$ cat src/rtl/led_trail_pwm.sv
// ---------------------------------------------------------------------------
// led_trail_pwm
//
// Comet-trail LED renderer. It sits downstream of a bouncing one-hot shift
// register. On every shift tick (ena_in) the lit position is set to full
// brightness. Every other position fades by DECAY, saturating at zero. Each
// position is rendered as a PWM output that a free-running counter compares
// against the position's brightness level.
//
// The block also detects input that is not one-hot and counts completed sweeps.
//
// Ports:
//   clk          in   system clock, rising edge
//   rsta         in   asynchronous reset, active-high
//   ena_in       in   shift tick (same enable as the upstream register)
//   q_in[N]      in   upstream one-hot position vector
//   tc_in        in   upstream pulse when the '1' reaches the LSB
//   led[N]       out  registered PWM drive, one bit per position
//   frame_sync   out  1-cycle pulse in the cycle the PWM counter reads 0
//   fault        out  high while the input is considered corrupt
//   sweep_count  out  accepted TC pulses in RUN, wraps 255->0
//
// Optional feature macro: LED_TRAIL_TC_FLASH_EN
//   When this macro is defined, an accepted TC raises every level to at least
//   half brightness, so the whole bar flashes once per sweep.
// ---------------------------------------------------------------------------
module led_trail_pwm #(
    parameter int N             = 8,
    parameter int BW            = 4,
    parameter int DECAY         = 4,
    parameter int FAULT_RECOVER = 3
) (
    input  logic         clk,
    input  logic         rsta,
    input  logic         ena_in,
    input  logic [N-1:0] q_in,
    input  logic         tc_in,
    output logic [N-1:0] led,
    output logic         frame_sync,
    output logic         fault,
    output logic [7:0]   sweep_count
);

    localparam logic [BW-1:0] MAX          = {BW{1'b1}};
    localparam logic [BW-1:0] DECAY_STEP   = BW'(DECAY);
    localparam logic [3:0]    RECOVER_LAST = 4'(FAULT_RECOVER - 1);
`ifdef LED_TRAIL_TC_FLASH_EN
    localparam logic [BW-1:0] FLASH_LVL    = BW'(1 << (BW - 1));
`endif

    typedef enum logic [1:0] {
        IDLE  = 2'd0,
        RUN   = 2'd1,
        FAULT = 2'd2
    } state_t;

    state_t               state_q, state_d;
    logic [N-1:0][BW-1:0] lvl_q, lvl_d;
    logic [BW-1:0]        pwm_cnt_q, pwm_cnt_d;
    logic [N-1:0]         led_q, led_d;
    logic                 frame_sync_q, frame_sync_d;
    logic [7:0]           sweep_count_q, sweep_count_d;
    logic [3:0]           recover_cnt_q, recover_cnt_d;

    logic valid;
    logic lvl_step;
    logic lvl_clear;
    logic led_en;

    // Exactly one bit is set: the vector is non-zero and clearing its lowest
    // set bit leaves nothing.
    assign valid = (q_in != '0) && ((q_in & (q_in - N'(1))) == '0);

    always_comb begin
        state_d       = state_q;
        recover_cnt_d = recover_cnt_q;
        sweep_count_d = sweep_count_q;
        lvl_step      = 1'b0;
        lvl_clear     = 1'b0;

        if (ena_in) begin
            case (state_q)
                IDLE: begin
                    // A bad vector before the first good one is just start-up noise.
                    if (valid) begin
                        state_d  = RUN;
                        lvl_step = 1'b1;
                    end
                end
                RUN: begin
                    // An invalid vector wins over a simultaneous TC.
                    if (!valid) begin
                        state_d       = FAULT;
                        lvl_clear     = 1'b1;
                        recover_cnt_d = '0;
                    end else begin
                        lvl_step = 1'b1;
                        if (tc_in) begin
                            sweep_count_d = sweep_count_q + 8'd1;
                        end
                    end
                end
                FAULT: begin
                    if (!valid) begin
                        recover_cnt_d = '0;
                    end else if (recover_cnt_q == RECOVER_LAST) begin
                        // The recovering tick only changes state; the trail
                        // restarts from dark on the next tick.
                        state_d       = RUN;
                        recover_cnt_d = '0;
                    end else begin
                        recover_cnt_d = recover_cnt_q + 4'd1;
                    end
                end
                default: begin
                    state_d = IDLE;
                end
            endcase
        end

        pwm_cnt_d    = pwm_cnt_q + BW'(1);
        frame_sync_d = (pwm_cnt_q == MAX);
        // LEDs are blanked on the edge that enters FAULT as well, so the
        // outputs go dark in the same cycle that fault rises.
        led_en       = (state_q == RUN) && (state_d == RUN);
    end

`ifdef LED_TRAIL_TC_FLASH_EN
    logic tc_flash;
    assign tc_flash = ena_in && (state_q == RUN) && valid && tc_in;
`endif

    genvar gi;
    generate
        for (gi = 0; gi < N; gi++) begin : g_pos
            logic [BW-1:0] decayed;
            logic [BW-1:0] stepped;
            logic [BW-1:0] lvl_new;

            assign decayed = (lvl_q[gi] >= DECAY_STEP) ? (lvl_q[gi] - DECAY_STEP) : '0;
            assign stepped = q_in[gi] ? MAX : decayed;
`ifdef LED_TRAIL_TC_FLASH_EN
            assign lvl_new = (tc_flash && (stepped < FLASH_LVL)) ? FLASH_LVL : stepped;
`else
            assign lvl_new = stepped;
`endif
            assign lvl_d[gi] = lvl_clear ? '0 : (lvl_step ? lvl_new : lvl_q[gi]);
            assign led_d[gi] = led_en && (lvl_q[gi] > pwm_cnt_q);
        end
    endgenerate

    always_ff @(posedge clk or posedge rsta) begin
        if (rsta) begin
            state_q       <= IDLE;
            lvl_q         <= '0;
            pwm_cnt_q     <= '0;
            led_q         <= '0;
            frame_sync_q  <= 1'b0;
            sweep_count_q <= '0;
            recover_cnt_q <= '0;
        end else begin
            state_q       <= state_d;
            lvl_q         <= lvl_d;
            pwm_cnt_q     <= pwm_cnt_d;
            led_q         <= led_d;
            frame_sync_q  <= frame_sync_d;
            sweep_count_q <= sweep_count_d;
            recover_cnt_q <= recover_cnt_d;
        end
    end

    assign led         = led_q;
    assign frame_sync  = frame_sync_q;
    assign fault       = (state_q == FAULT);
    assign sweep_count = sweep_count_q;

endmodule

$ cat config.mk
export PLATFORM = sky130hd
export DESIGN_NAME = led_trail_pwm
export DESIGN_NICKNAME = d
export VERILOG_FILES = /design/src/rtl/led_trail_pwm.sv
export SDC_FILE = /design/constraint.sdc
export NUM_CORES = 1
export LEC_CHECK = 0
export CORE_AREA = 2 2 110 86
export CTS_CLUSTER_DIAMETER = 40
export DETAILED_ROUTE_END_ITERATION = 8
export DIE_AREA = 0 0 112 88
export PLACE_DENSITY = 0.58
export SLEW_MARGIN = 20
export SYNTH_ARGS = -nofsm -noshare
export SYNTH_HDL_FRONTEND = slang
export SYNTH_SLANG_ARGS = --single-unit
$ cat constraint.sdc
create_clock -name clk -period 1.7 [get_ports clk]
set_input_delay 0.34 -clock clk [delete_from_list [all_inputs] [get_ports clk]]
set_output_delay 0.34 -clock clk [all_outputs]
set_load 0.01 [all_outputs]
==> qor.yml <==
status:
  status: "finished clean"
min_path:
  min_path_type: "in2async"
synthesis:
  netlist_instances: 337
  synth.avg_cell_area_um2: 10.2
  synth_warnings: 0
  ys_seq_area_share_pct: 37.2
  syn_nets: 401
  synthDistinctLibCells: 42
  ys_top_cells_by_area: "dfrtp_1 37%, ha_1 19%, o2bb2ai_1 6.1%"
  synth_edf_count: 0
  synth_top_area_cell: "dfrtp_1"
  synth_seq_cells: 51
  synth.cell_area_um2: 3430
  synth_top_area_share_pct: 37.2
  async_reset_ff_share_pct: 100
  ys_dominant_reg_cell: "dfrtp_1"
clocking:
  cts_tree: "built"
  path_clk_slew_ns: 0.07
  cts.sinks: 51
  cts_buffer_depth: 2
  cts_hold_buf: 0
  cts_buffers: 5
  h-tree-depth: 2
  root_buffer: "clkbuf_16"
  worstSkewPairLatency_ns: 0.29
power:
  p_leak_nw: 2.04
  ir_worst_vdd_uv: 566
  powerDensity_nw_per_um2: 1070
  power_w: 0.00478
timing:
  relSlewSlack_pct: 68.9
  whs_ns: 0.317
  min_period_ns: 1.65
  fmax_ghz: 0.607
  finClkSkew_ns: 0.0113
  tightest_slew_ns: 0.466
  setup_tns_ns: 0
  finalHoldViolCount: 0
  maxSlewViolCount: 0
  setup_viol: 0
  rsz0062_at_grt: "no"
  finalCritPeriodShare_pct: 96.9
placement:
  dp_hpwl_mm: 5.85
  dp.cells: 504
  io_buffers: 29
  place.gp.congestion: 0.788
  placed_cell_area_um2: 4130
routing:
  drt_iter0_drc: 127
  ant_nets: 0
  first_pass_iters: 4
  vias: 2748
  wl_per_cell_um: 15.3
  drc: 0
  routed_wl_mm: 8.05
  vias_per_cell: 5.23
floorplanning:
  die_h_um: 88
  core_um2: 8780
  dieArea_um2: 9860
  die_x_um: 112
  initial_core_util_pct: 39.0
  row_count: 30
  ios: 30
grt:
  grt_pass1_wl_mm: 13.8
  grt_use_total_pct: 17.7
  grt_max_degree: 25
  gr-total-overflow: 0
  antenna_found_initial: 0
  grt_pass1_vias: 2757
finish:
  nFillCells: 822
  area_growth_pct: 30.0
  final-seq-area_um2: 1280
  antennaDiodeCount: 0
  final_nets: 476
  fin_area_um2: 4460
  instances_no_fill: 525
  drive_gt1_share_pct: 18.9
  multi_input_area_um2: 1980
setup_path:
  worstSetupStartpointType: "input pin"
  path_class: "in2reg"
  reg2reg_depth: 8
  end_kind: "flip-flop"
  critPathRequiredTime_ns: 1.86
  arrival_ns: 1.81
  crit_fanout: 8
flow_run:
  maxCapViolations: 0
[synthesized netlist by cell type, drive strengths merged (9+ instances only)]
| cell type | count |
|---|---|
| dfrtp | 51 |
| o211ai | 13 |
| o2bb2ai | 24 |
| nor3 | 10 |
| o21ai | 12 |
| nand2b | 9 |
| nor2b | 18 |
| nor2 | 17 |
| inv | 43 |
| ha | 52 |
[what timing repair did]
action / in CTS / in global routing
setup endpoints to repair: 47 / 39
buffers inserted: 11 / 1
cloned: 1 / 0
gates resized for setup: 37 / 13
pin swaps: 7 / 5
[power by group]
group	switching (W)	leakage, nW	total (W)	internal, W
logic	0.000968	1.29	0.00202	0.00105
registers	0.000294	0.687	0.00177	0.00147
clock network	0.000452	0.0679	0.000999	0.000546
[layer usage]
layer  global-route usage [%]  share of wire, %  vias to the layer above
li1                         -                 -                     1378
met1                     24.8                52                     1320
met2                     28.9                44                       44
met3                     3.32               3.0                        6
met4                     4.10              0.87                        0
met5                        0                 0                        -
[flip-flops by register name, summed over array words and instances, names as in the netlist]
name / cells
recover_cnt_q: 4
pwm_cnt_q: 4
lvl_q: 24
frame_sync: 1
sweep_count: 8
state_q: 2
led: 8
[worst paths after layout]
check                                       to  slack [ns]           start
worst max-delay path                 lvl_q[23]        0.05         q_in[5]
worst min-delay path                    led[5]        0.32            rsta
min in group clk                sweep_count[7]        0.48  sweep_count[7]
worst max register to register          led[7]        0.12    pwm_cnt_q[1]
max in group asynchronous            lvl_q[31]        0.95            rsta
worst min register to register  sweep_count[7]        0.48  sweep_count[7]
[metrics by stage]
step	util, %	setup slack [ns]
final	50.8	0.0529
after CTS	50.7	0.00385
after global routing	50.8	0.00702
after global placement	47.0	-0.717
after detailed placement	47.0	-0.759
after floorplan	-	0.0398
[cell type report]
type,count,area share [%]
repair buffers,77,17.0
multi-input cells,234,44.5
flip-flops and latches,51,28.6
well taps,112,3.14
clock buffers,7,2.98
clock inverters,1,0.112
inverters,43,3.62
[logic make-up (layout without fill, tap and decap cells)]
family | Yosys count | count (layout) | synth area share, %
buffers and inverters | 52 | 128 | 6.35
DFF | 51 | 51 | 37.2
AOI/OAI and AO/OA | 87 | 87 | 19.5
xor gates and xnor gates | 9 | 9 | 2.30
muxes | 2 | 2 | 0.620
adders and majority gates | 52 | 52 | 19.0
and+or+nand+nor | 84 | 84 | 15.0
[critical path, stage by stage]
cell and delay [ns]:
buf_2 0.13, buf_6 0.13, a211oi_4 0.25, nor2_2 0.07, nor3_4 0.23, buf_6 0.16
o31ai_4 0.08, buf_4 0.15, buf_12 0.13, o2bb2ai_1 0.12
[cell usage in the layout, fill, tap and decap left out, types with 10 or more instances in the layout]
master | synthesis | layout
ha_1 | 52 | 52
dfrtp_1 | 51 | 51
inv_1 | 43 | 42
buf_4 | 3 | 30
o2bb2ai_1 | 24 | 24
clkdlybuf4s50_1 | 0 | 20
nor2b_1 | 18 | 18
nor2_1 | 16 | 13
o211ai_1 | 13 | 13
buf_6 | 1 | 10
(Power assumes the default switching activity.)
